==> config.mk <==
export PLATFORM = sky130hd
export DESIGN_NAME = ex_stage
export DESIGN_NICKNAME = d
export VERILOG_FILES = /design/src/rtl/pipe_pkg.sv /design/src/rtl/alu16.sv /design/src/rtl/ex_stage.sv
export SDC_FILE = /design/constraint.sdc
export NUM_CORES = 1
export LEC_CHECK = 0
export BUFFER_PORTS_ARGS = -buffer_cell sky130_fd_sc_hd__buf_2
export CAP_MARGIN = 20
export CORE_MARGIN = 10
export CORE_UTILIZATION = 52
export DETAILED_ROUTE_END_ITERATION = 8
export PLACE_DENSITY = 0.86
export SLEW_MARGIN = 40
export SYNTH_ARGS = -nofsm -noshare
export SYNTH_HDL_FRONTEND = slang
export SYNTH_SLANG_ARGS = --single-unit
export TNS_END_PERCENT = 5
==> constraint.sdc <==
create_clock -name clk -period 6.7 [get_ports clk]
set_input_delay 2.01 -clock clk [delete_from_list [all_inputs] [get_ports clk]]
set_output_delay 2.01 -clock clk [all_outputs]
set_load 0.05 [all_outputs]
==> src/rtl/pipe_pkg.sv <==
// Shared pipeline definitions: ALU commands, opcodes and the register-address width.
// Latency: n/a (constants and a helper function only).
// Backpressure: n/a.
package pipe_pkg;

  // Register file address width.
  localparam int REG_ADDR_W = 3;

  // ALU command encodings carried in the ID/EX bundle.
  localparam logic [2:0] ALU_ADD = 3'd0;
  localparam logic [2:0] ALU_SUB = 3'd1;
  localparam logic [2:0] ALU_AND = 3'd2;
  localparam logic [2:0] ALU_OR  = 3'd3;
  localparam logic [2:0] ALU_NOR = 3'd4;
  localparam logic [2:0] ALU_SLL = 3'd5;
  localparam logic [2:0] ALU_SRL = 3'd6;
  localparam logic [2:0] ALU_SRA = 3'd7;

  // Instruction opcodes shared with the decode stage.
  localparam logic [3:0] OP_NOP  = 4'd0;
  localparam logic [3:0] OP_ADDI = 4'd9;
  localparam logic [3:0] OP_LD   = 4'd10;
  localparam logic [3:0] OP_ST   = 4'd11;
  localparam logic [3:0] OP_BZ   = 4'd12;

  // An operation retires (counts) when it writes a register or memory.
  function automatic logic is_retiring(input logic wb_en, input logic mem_write_en);
    return wb_en | mem_write_en;
  endfunction

endpackage

==> src/rtl/alu16.sv <==
// Combinational ALU for the execute stage.
// Latency: 0 cycles (pure combinational).
// Backpressure: none; output follows inputs.
// Ports: a, b operands; cmd ALU command; result; ovf signed overflow (ADD/SUB only).
module alu16
  import pipe_pkg::*;
#(
  parameter int WIDTH = 16
) (
  input  logic [WIDTH-1:0] a,
  input  logic [WIDTH-1:0] b,
  input  logic [2:0]       cmd,
  output logic [WIDTH-1:0] result,
  output logic             ovf
);

  localparam int SHW = $clog2(WIDTH);

  logic [WIDTH-1:0] sum;
  logic [WIDTH-1:0] diff;
  logic [SHW-1:0]   shamt;

  assign sum   = a + b;
  assign diff  = a - b;
  // Only the low bits of B select the shift distance; upper bits are ignored.
  assign shamt = b[SHW-1:0];

  always_comb begin
    result = '0;
    ovf    = 1'b0;
    case (cmd)
      ALU_ADD: begin
        result = sum;
        ovf    = (a[WIDTH-1] == b[WIDTH-1]) && (sum[WIDTH-1] != a[WIDTH-1]);
      end
      ALU_SUB: begin
        result = diff;
        ovf    = (a[WIDTH-1] != b[WIDTH-1]) && (diff[WIDTH-1] != a[WIDTH-1]);
      end
      ALU_AND: result = a & b;
      ALU_OR:  result = a | b;
      ALU_NOR: result = ~(a | b);
      ALU_SLL: result = a << shamt;
      ALU_SRL: result = a >> shamt;
      ALU_SRA: result = $unsigned($signed(a) >>> shamt);
      default: result = '0;
    endcase
  end

endmodule

==> src/rtl/ex_stage.sv <==
// Execute stage: evaluates the ALU and registers the EX/MEM bundle, flags and retire counter.
// Latency: 1 cycle ID/EX -> EX/MEM; ex_fwd_result is combinational (0 cycles).
// Backpressure: stall holds every register (upstream must hold its bundle); flush loads a bubble.
// Ports: ID/EX bundle in (alu_cmd, rs1/rs2/store data, op_dest, control bits), stall/flush,
//        EX/MEM bundle out, ex_zero/ex_ovf flags, ex_fwd_result forwarding path, op_count.
module ex_stage
  import pipe_pkg::*;
#(
  parameter int WIDTH     = 16,
  parameter int CNT_WIDTH = 16
) (
  input  logic                  clk,
  input  logic                  rst,
  input  logic [2:0]            alu_cmd,
  input  logic [WIDTH-1:0]      rs1_data,
  input  logic [WIDTH-1:0]      rs2_data,
  input  logic [WIDTH-1:0]      store_data,
  input  logic [REG_ADDR_W-1:0] op_dest,
  input  logic                  mem_write_en,
  input  logic                  wb_mux,
  input  logic                  wb_en,
  input  logic                  stall,
  input  logic                  flush,
  output logic [WIDTH-1:0]      ex_mem_alu_result,
  output logic [WIDTH-1:0]      ex_mem_store_data,
  output logic [REG_ADDR_W-1:0] ex_mem_op_dest,
  output logic                  ex_mem_mem_write_en,
  output logic                  ex_mem_wb_mux,
  output logic                  ex_mem_wb_en,
  output logic                  ex_zero,
  output logic                  ex_ovf,
  output logic [WIDTH-1:0]      ex_fwd_result,
  output logic [CNT_WIDTH-1:0]  op_count
);

  logic [WIDTH-1:0] alu_result;
  logic             alu_ovf;

  alu16 #(.WIDTH(WIDTH)) u_alu (
    .a      (rs1_data),
    .b      (rs2_data),
    .cmd    (alu_cmd),
    .result (alu_result),
    .ovf    (alu_ovf)
  );

  // Forwarding taps the ALU directly, independent of stall/flush.
  assign ex_fwd_result = alu_result;

  always_ff @(posedge clk or posedge rst) begin
    if (rst) begin
      ex_mem_alu_result   <= '0;
      ex_mem_store_data   <= '0;
      ex_mem_op_dest      <= '0;
      ex_mem_mem_write_en <= 1'b0;
      ex_mem_wb_mux       <= 1'b0;
      ex_mem_wb_en        <= 1'b0;
      ex_zero             <= 1'b0;
      ex_ovf              <= 1'b0;
      op_count            <= '0;
    end else if (flush) begin
      // Flush wins over stall; the counter keeps its value.
      ex_mem_alu_result   <= '0;
      ex_mem_store_data   <= '0;
      ex_mem_op_dest      <= '0;
      ex_mem_mem_write_en <= 1'b0;
      ex_mem_wb_mux       <= 1'b0;
      ex_mem_wb_en        <= 1'b0;
      ex_zero             <= 1'b0;
      ex_ovf              <= 1'b0;
    end else if (!stall) begin
      ex_mem_alu_result   <= alu_result;
      ex_mem_store_data   <= store_data;
      ex_mem_op_dest      <= op_dest;
      ex_mem_mem_write_en <= mem_write_en;
      ex_mem_wb_mux       <= wb_mux;
      ex_mem_wb_en        <= wb_en;
      // Flags follow every loaded result, bubbles included.
      ex_zero             <= (alu_result == '0);
      ex_ovf              <= alu_ovf;
      if (is_retiring(wb_en, mem_write_en)) begin
        op_count <= op_count + 1'b1;
      end
    end
  end

endmodule

==> results of run 1 <==
-- worst min-delay path by stage --
stage	start	to	slack, ns	cells past startpoint
2_1_floorplan	ex_zero$_DFFE_PP0P_	ex_zero$_DFFE_PP0P_	0.76	2
3_3_place_gp	op_count[15]$_DFFE_PP0P_	op_count[15]$_DFFE_PP0P_	0.45	1
3_5_place_dp	ex_ovf$_DFFE_PP0P_	ex_ovf$_DFFE_PP0P_	0.48	1
4_1_cts	ex_ovf$_DFFE_PP0P_	ex_ovf$_DFFE_PP0P_	0.49	1
5_1_grt	ex_ovf$_DFFE_PP0P_	ex_ovf$_DFFE_PP0P_	0.50	1
6_report	ex_ovf$_DFFE_PP0P_	ex_ovf$_DFFE_PP0P_	0.49	1
-- synthesized netlist by cell type, drive strengths merged, types with 7 or more instances --
library cell / instances / area share (%)
a211oi: 7 / 0.80
a21oi: 35 / 2.7
a221oi: 7 / 0.93
a32oi: 7 / 0.93
and3: 9 / 0.85
buf: 19 / 1.6
clkbuf: 38 / 2.2
dfrtp: 56 / 21
ha: 49 / 9.3
inv: 55 / 3.1
mux2: 9 / 1.6
mux2i: 45 / 6.8
mux4: 30 / 10
nand2: 33 / 1.9
nand2b: 13 / 1.2
nand3: 21 / 1.6
nor2: 87 / 5.0
nor2b: 17 / 1.6
nor3: 23 / 1.7
o21ai: 28 / 2.1
o21bai: 7 / 0.80
o221ai: 9 / 1.2
o22ai: 13 / 1.2
or2: 8 / 0.76
or3: 9 / 0.85
xnor2: 14 / 1.9
-- cell type report --
class	count	area, µm²
tap	172	215.2
inverter	55	210.2
timing repair buffer	199	1206
fill	1059	4479
clock buffer	7	142.6
sequential	56	1401
clock inverter	1	7.507
multi-input combinational	601	4855
-- kinds of logic after synthesis --
logic type | Yosys count | share of synthesized area [%]
simple gates | 258 | 19.95
xor+xnor | 19 | 2.527
mux | 84 | 18.75
flops | 56 | 21.28
compound gates | 189 | 20.73
fa+ha+maj | 51 | 9.916
buf+inv | 112 | 6.858
-- layer usage --
| metal | track usage, % | part of all wire (%) |
|---|---|---|
| met1 | 31.42 | 38 |
| met2 | 40.99 | 47 |
| met3 | 4.693 | 9.6 |
| met4 | 11.37 | 5.4 |
| met5 | 0 | 0 |
-- what timing repair did --
action | 4_1_cts | 5_1_grt
endpoints found under the setup margin | 3 | 8
hold buffers | 0 | 0
pin swaps | 0 | 1
resized for setup | 5 | 14
-- power by group --
group          switching [mW]  internal [mW]
Combinational           0.485          0.253
Clock                   0.120          0.149
Sequential             0.0318          0.369
Total                   0.636          0.771
-- stage by stage --
stage	setup slack, ns	power (mW)	TNS (ns)	instance area [µm²]	std cells
after floorplan	0.02365	0.8991	0	6638	769
after global placement	-0.04186	1.099	-0.04186	7809	1083
after detailed placement	-0.08124	1.116	-0.1608	7809	1083
after CTS	-0.004749	1.387	-0.004749	7986	1091
after global routing	-0.1294	1.470	-0.3836	8038	1091
final	0.003979	1.407	0	8038	1091
-- flip-flops by register name, indices dropped and copies added (netlist names) --
signal / flops
ex_ovf: 1
ex_zero: 1
ex_mem_wb_en: 1
ex_mem_mem_write_en: 1
ex_mem_alu_result: 16
op_count: 16
ex_mem_op_dest: 3
ex_mem_wb_mux: 1
ex_mem_store_data: 16
==> metrics.md, run 1 <==
| Metric | Value |
|---|---|
| Status | `completed` |
| Routed wire per std cell | `roughly 21 µm` |
| Syn_area_per_cell | `8.565 µm²` |
| Synthesized cell area | `0.006586 mm²` |
| Relative slew margins | `50.90%` |
| Worst R2R Setup Slack | `~5.1 ns` |
| Worst-skew pair later-pin latency | `~0.30 ns` |
| Die Height | `roughly 130 µm` |
| Initial antenna violation count | `0` |
| Core footprint | `~0.013 mm²` |
| Crit path capture | `ex_fwd_result[10]` |
| Antenna diode instance count | `0` |
| Clock transition at the registers of the reported paths | `~0.070 ns` |
| # DRC | `0` |
| Max-cap violations | `0` |
| Critical path depth | `13` |
| Slew @ Worst Pin | `slightly above 0.7 ns` |
| CP required | `roughly 4.7 ns` |
| Leak | `around 3.8 nW` |
| Cell mode on critical path | `buf_2` |
| ANT nets after route | `0` |
| Slowest CP cell | `a2111oi_1` |
| Hold violation total from the final report | `0` |
| IO Pins | `133` |
| Starting Density | `52.62%` |
| Drt total wl | `23360 µm` |
| Final period util | `99.94%` |
| Routed vias | `about 7100` |
| Highest fanout seen on the critical path | `4` |
| Warnings, synthesis | `0` |
| Commonest cells after routing, fill and taps aside | `buf_2 (130), nor2_1 (87), buf_4 (65)` |
| Post-synth EDFFs | `0` |
| Peak supply drop | `0.0003721 V` |
| Overflow after GRT | `0` |
| CP Cell Sequence | `buf_2 > buf_4 > ha_1 > inv_1 > fa_1 > nand2b_1 > a211o_1 > a2111oi_1 > nor3_1 > mux2_2 > a221oi_4 > inv_2 > buf_2` |
| Area Overhead vs Synth | `22.04%` |
| Post-Synthesis Cells | `roughly 770` |
| TritonCTS clock tree | `done` |
| Vias per inst | `around 6.5` |
| Reg-to-reg startpoint | `op_count[2]$_DFFE_PP0P_` |
| Crit Path Class | `input pin to output port` |
| Die footprint | `about 0.018 mm²` |
| CP max stage delay | `0.44 ns` |
| Width of the die | `about 130 µm` |
| Kind of cell adding the most delay to the critical path | `compound AO/OA/AOI/OAI gates` |
| #FFs+latches synth | `56` |
| Post-CTS Setup Bufs | `0` |
| Hold_ws | `between 0.4 and 0.5 ns` |
| FF-to-FF End | `op_count[15]$_DFFE_PP0P_` |
| Clock skew | `about 0.0072 ns` |
| All-layer global routing usage | `25.08%` |
| Total CTS buffers | `5` |
| Launch point of the worst path | `rs2_data[0]` |
| Async SR Flop Fraction | `100.0%` |
| CP Capture Type | `output port` |
| Vias in the first global route | `around 6800` |
| CTS sink cnt | `between 50 and 60` |
| Nets | `just over 1000` |
| Commonest non-fill, non-tap cell in the layout | `buf_2` |
| Final core occ | `64.21%` |
| Startpoint types | `input pin` |
| Largest net degree at the start of global routing | `57` |
| Final-report setup violation count | `0` |
| Hold WC Path Type | `register to register` |
| Post-DP HPWL | `~18000 µm` |
| Max-slew violations | `0` |
| Pwr dens | `about 180 mW/mm²` |
| GP Congestion | `1.056` |
| WP data arrival | `between 4 and 5 ns` |
| Post-synthesis cell type count | `81` |
| Worst path bufs/invs | `5` |
| Post-layout min period | `6.696 ns` |
| Starting DRC count in detailed routing | `between 800 and 900` |
| RSZ-0062 raised after global routing | `yes` |
| Synth Flop Type | `dfrtp_1` |
| Max Root-Sink Buffers | `2` |
| Layout cell share with drive strength beyond 1 | `30.25%` |
| Core Rows | `just over 40` |
| Sequential share of the synthesized area | `a little over a fifth` |
| R2R cell count | `6` |
| Syn nets | `slightly below 900` |
| Root buf cell | `clkbuf_16` |
| Drt first pass iters | `6` |
| IO Port Bufs | `~130` |
| Peak Freq | `about 150 MHz` |
| H-tree levels | `2` |
| Global-route wire length before repair | `approximately 37000 µm` |
(Power assumes the default switching activity.)
==> run 2: changes to the inputs <==
PLACE_DENSITY = default   (was 0.86)
PLACE_DENSITY_LB_ADDON = 0.12   (was default)
==> metrics.md, run 2 (same netlist as run 1, synthesis figures left out) <==
| Metric | Value |
|---|---|
| Int Power | `0.7736 mW (+0.29%)` |
| Slew @ Worst Pin | `0.7179 ns (-0.00003111 ns)` |
| Drt first pass iters | `8 (+2)` |
| CP Cell Sequence | `buf_2 > inv_2 > ha_1 > or2_2 > a2111o_1 > a211oi_2 > buf_4 > o31ai_1 > a221o_1 > a21oi_2 > inv_2 > buf_6` |
| Final core occ | `64.84% (+0.63 points)` |
| Starting DRC count in detailed routing | `955 (+7.7%)` |
| CTS hold repair buffers | `0 (unchanged)` |
| Width of the die | `132.5 µm (unchanged)` |
| Starting Density | `52.62% (unchanged)` |
| CP Capture Type | `output port` |
| Die Height | `132.5 µm (unchanged)` |
| IO Port Bufs | `132 (unchanged)` |
| Top flop regs | `ex_mem_alu_result x16, ex_mem_store_data x16, op_count x16` |
| Clock power frac | `18.3% (-0.8 points)` |
| Leak | `3.896 nW (+1.4%)` |
| # DRC | `0 (unchanged)` |
| Relative slew margins | `52.14% (+1.2 points)` |
| Hold violation total from the final report | `0 (unchanged)` |
| Status | `finished with violations` |
| Post-CTS Setup Bufs | `0 (unchanged)` |
| H-tree levels | `2 (unchanged)` |
| Commonest cells after routing, fill and taps aside | `buf_2 (127), nor2_1 (87), buf_4 (75)` |
| Logic pwr share | `53.4% (+1.0 points)` |
| Core footprint | `0.01252 mm² (unchanged)` |
| Nets | `1040 (+0.97%)` |
| Layout cell share with drive strength beyond 1 | `31.00% (+0.75 points)` |
| Failing checks | `setup timing` |
| Setup_tns | `-0.003031 ns (-0.003031 ns)` |
| Vias per inst | `6.451 (-0.85%)` |
| Worst-skew pair later-pin latency | `0.30 ns (about the same)` |
| RSZ-0062 raised after global routing | `yes` |
| Slowest CP cell | `a2111o_1` |
| Max Root-Sink Buffers | `2 (unchanged)` |
| WP data arrival | `4.69 ns (about the same)` |
| Fillers | `1128 (+6.5%)` |
| IO Pins | `133 (unchanged)` |
| Crit Path Class | `input pin to output port` |
| Drt total wl | `24190 µm (+3.5%)` |
| Worst R2R Setup Slack | `5.16 ns (+0.08 ns)` |
| Flop pwr share | `28.3% (-0.2 points)` |
| Startpoint types | `input pin` |
| CP max stage delay | `0.52 ns (+0.08 ns)` |
| Area Overhead vs Synth | `23.23%` |
| CTS sink cnt | `56 (unchanged)` |
| ANT nets after route | `0 (unchanged)` |
| Max-cap violations | `0 (unchanged)` |
| Max-slew violations | `0 (unchanged)` |
| Hold_ws | `0.4682 ns (-0.02159 ns)` |
| Clock transition at the registers of the reported paths | `0.07 ns (about the same)` |
| CP required | `4.69 ns (about the same)` |
| Peak supply drop | `0.0001229 V (-67%)` |
| Commonest non-fill, non-tap cell in the layout | `buf_2` |
| Post-DP HPWL | `19030 µm (+5.7%)` |
| Routed vias | `7103 (+0.056%)` |
| Global-route wire length before repair | `37830 µm (+3.1%)` |
| Vias in the first global route | `6929 (+2.2%)` |
| TritonCTS clock tree | `done` |
| Core Rows | `41 (unchanged)` |
| Antenna diode instance count | `0 (unchanged)` |
| Routed wire per std cell | `21.97 µm (+2.6%)` |
| Total power | `1.412 mW (+0.30%)` |
| Total CTS buffers | `5 (unchanged)` |
| All-layer global routing usage | `26.25% (+1.2 points)` |
| Largest net degree at the start of global routing | `57 (unchanged)` |
| Post-layout min period | `6.703 ns (+0.007011 ns)` |
| Peak Freq | `149.2 MHz (-0.10%)` |
| Root buf cell | `clkbuf_16` |
| GP Congestion | `1.008 (-4.5%)` |
| Pwr dens | `173.9 mW/mm² (-0.67%)` |
| Cell mode on critical path | `inv_2` |
| Setup ws final | `-0.003031 ns (-0.007011 ns)` |
| Clock skew | `0.008546 ns (+0.001343 ns)` |
| Highest fanout seen on the critical path | `4 (unchanged)` |
| Overflow after GRT | `0 (unchanged)` |
| Psw | `0.6382 mW (+0.33%)` |
| Hold WC Path Type | `register to register` |
| Die footprint | `0.01757 mm² (unchanged)` |
| Final-report setup violation count | `1 (+1)` |
| Net Sw Frac | `45.20% (about the same)` |
| Final period util | `100.0% (+0.10 points)` |
| Initial antenna violation count | `0 (unchanged)` |
-- run 2: path summary, 6_finish.rpt --
path | start | endpoint | cells after the start
min in group asynchronous | rst | ex_mem_alu_result[8]$_DFFE_PP0P_ | 3
worst min register to register | op_count[15]$_DFFE_PP0P_ | op_count[15]$_DFFE_PP0P_ | 1
worst min-delay path | op_count[15]$_DFFE_PP0P_ | op_count[15]$_DFFE_PP0P_ | 1
max in group asynchronous | rst | ex_mem_store_data[12]$_DFFE_PP0P_ | 3
worst max-delay path | rs2_data[1] | ex_fwd_result[15] | 12
worst max register to register | op_count[2]$_DFFE_PP0P_ | op_count[15]$_DFFE_PP0P_ | 6
-- run 2: layout make-up --
cell class                      instances  area, µm²  area share, %
Clock buffer                            6      128.9          1.588
Clock inverter                          2      16.27         0.2004
Inverter                               55      210.2          2.590
Multi-Input combinational cell        601       4848          59.73
Sequential cell                        56       1401          17.27
Tap cell                              172      215.2          2.651
Timing Repair Buffer                  209       1296          15.97
-- run 2: per-layer routing --
layer | wire length, µm | share of wire, % | global-route usage (%)
met1 | 9843 | 41 | 34.04
met2 | 11000 | 45 | 42.02
met3 | 2556 | 11 | 6.435
met4 | 782 | 3.2 | 8.252
met5 | 0 | 0 | 0
-- run 2: timing repair --
action                                  in CTS  in global routing
pin swaps                                    0                  8
endpoints found under the setup margin       2                  6
endpoints found under the hold margin        0                  0
resized for setup                            3                 21
-- run 2: critical path, delay by kind of cell --
kind	cells	cell delay, ns
fa+ha+maj	1	0.28
compound gates	5	1.52
buf+inv	5	0.57
simple gates	1	0.31
-- run 2: stage by stage --
step	area [µm²]	worst slack, ns	instances
floorplan	6638	0.02365	769
detailed placement	7881	-0.1092	1093
global placement	7879	-0.1071	1093
finish	8117	-0.003031	1101
CTS	8038	0.002982	1101
global route	8117	-0.05461	1101
-- run 2: power groups by stage --
stage               Combinational [mW]  Clock [mW]  Sequential, mW
global placement                 0.721           0           0.404
floorplan                        0.385           0           0.514
detailed placement               0.729           0           0.406
global route                     0.797       0.280           0.405
CTS                              0.733       0.263           0.399
finish                           0.753       0.258           0.400
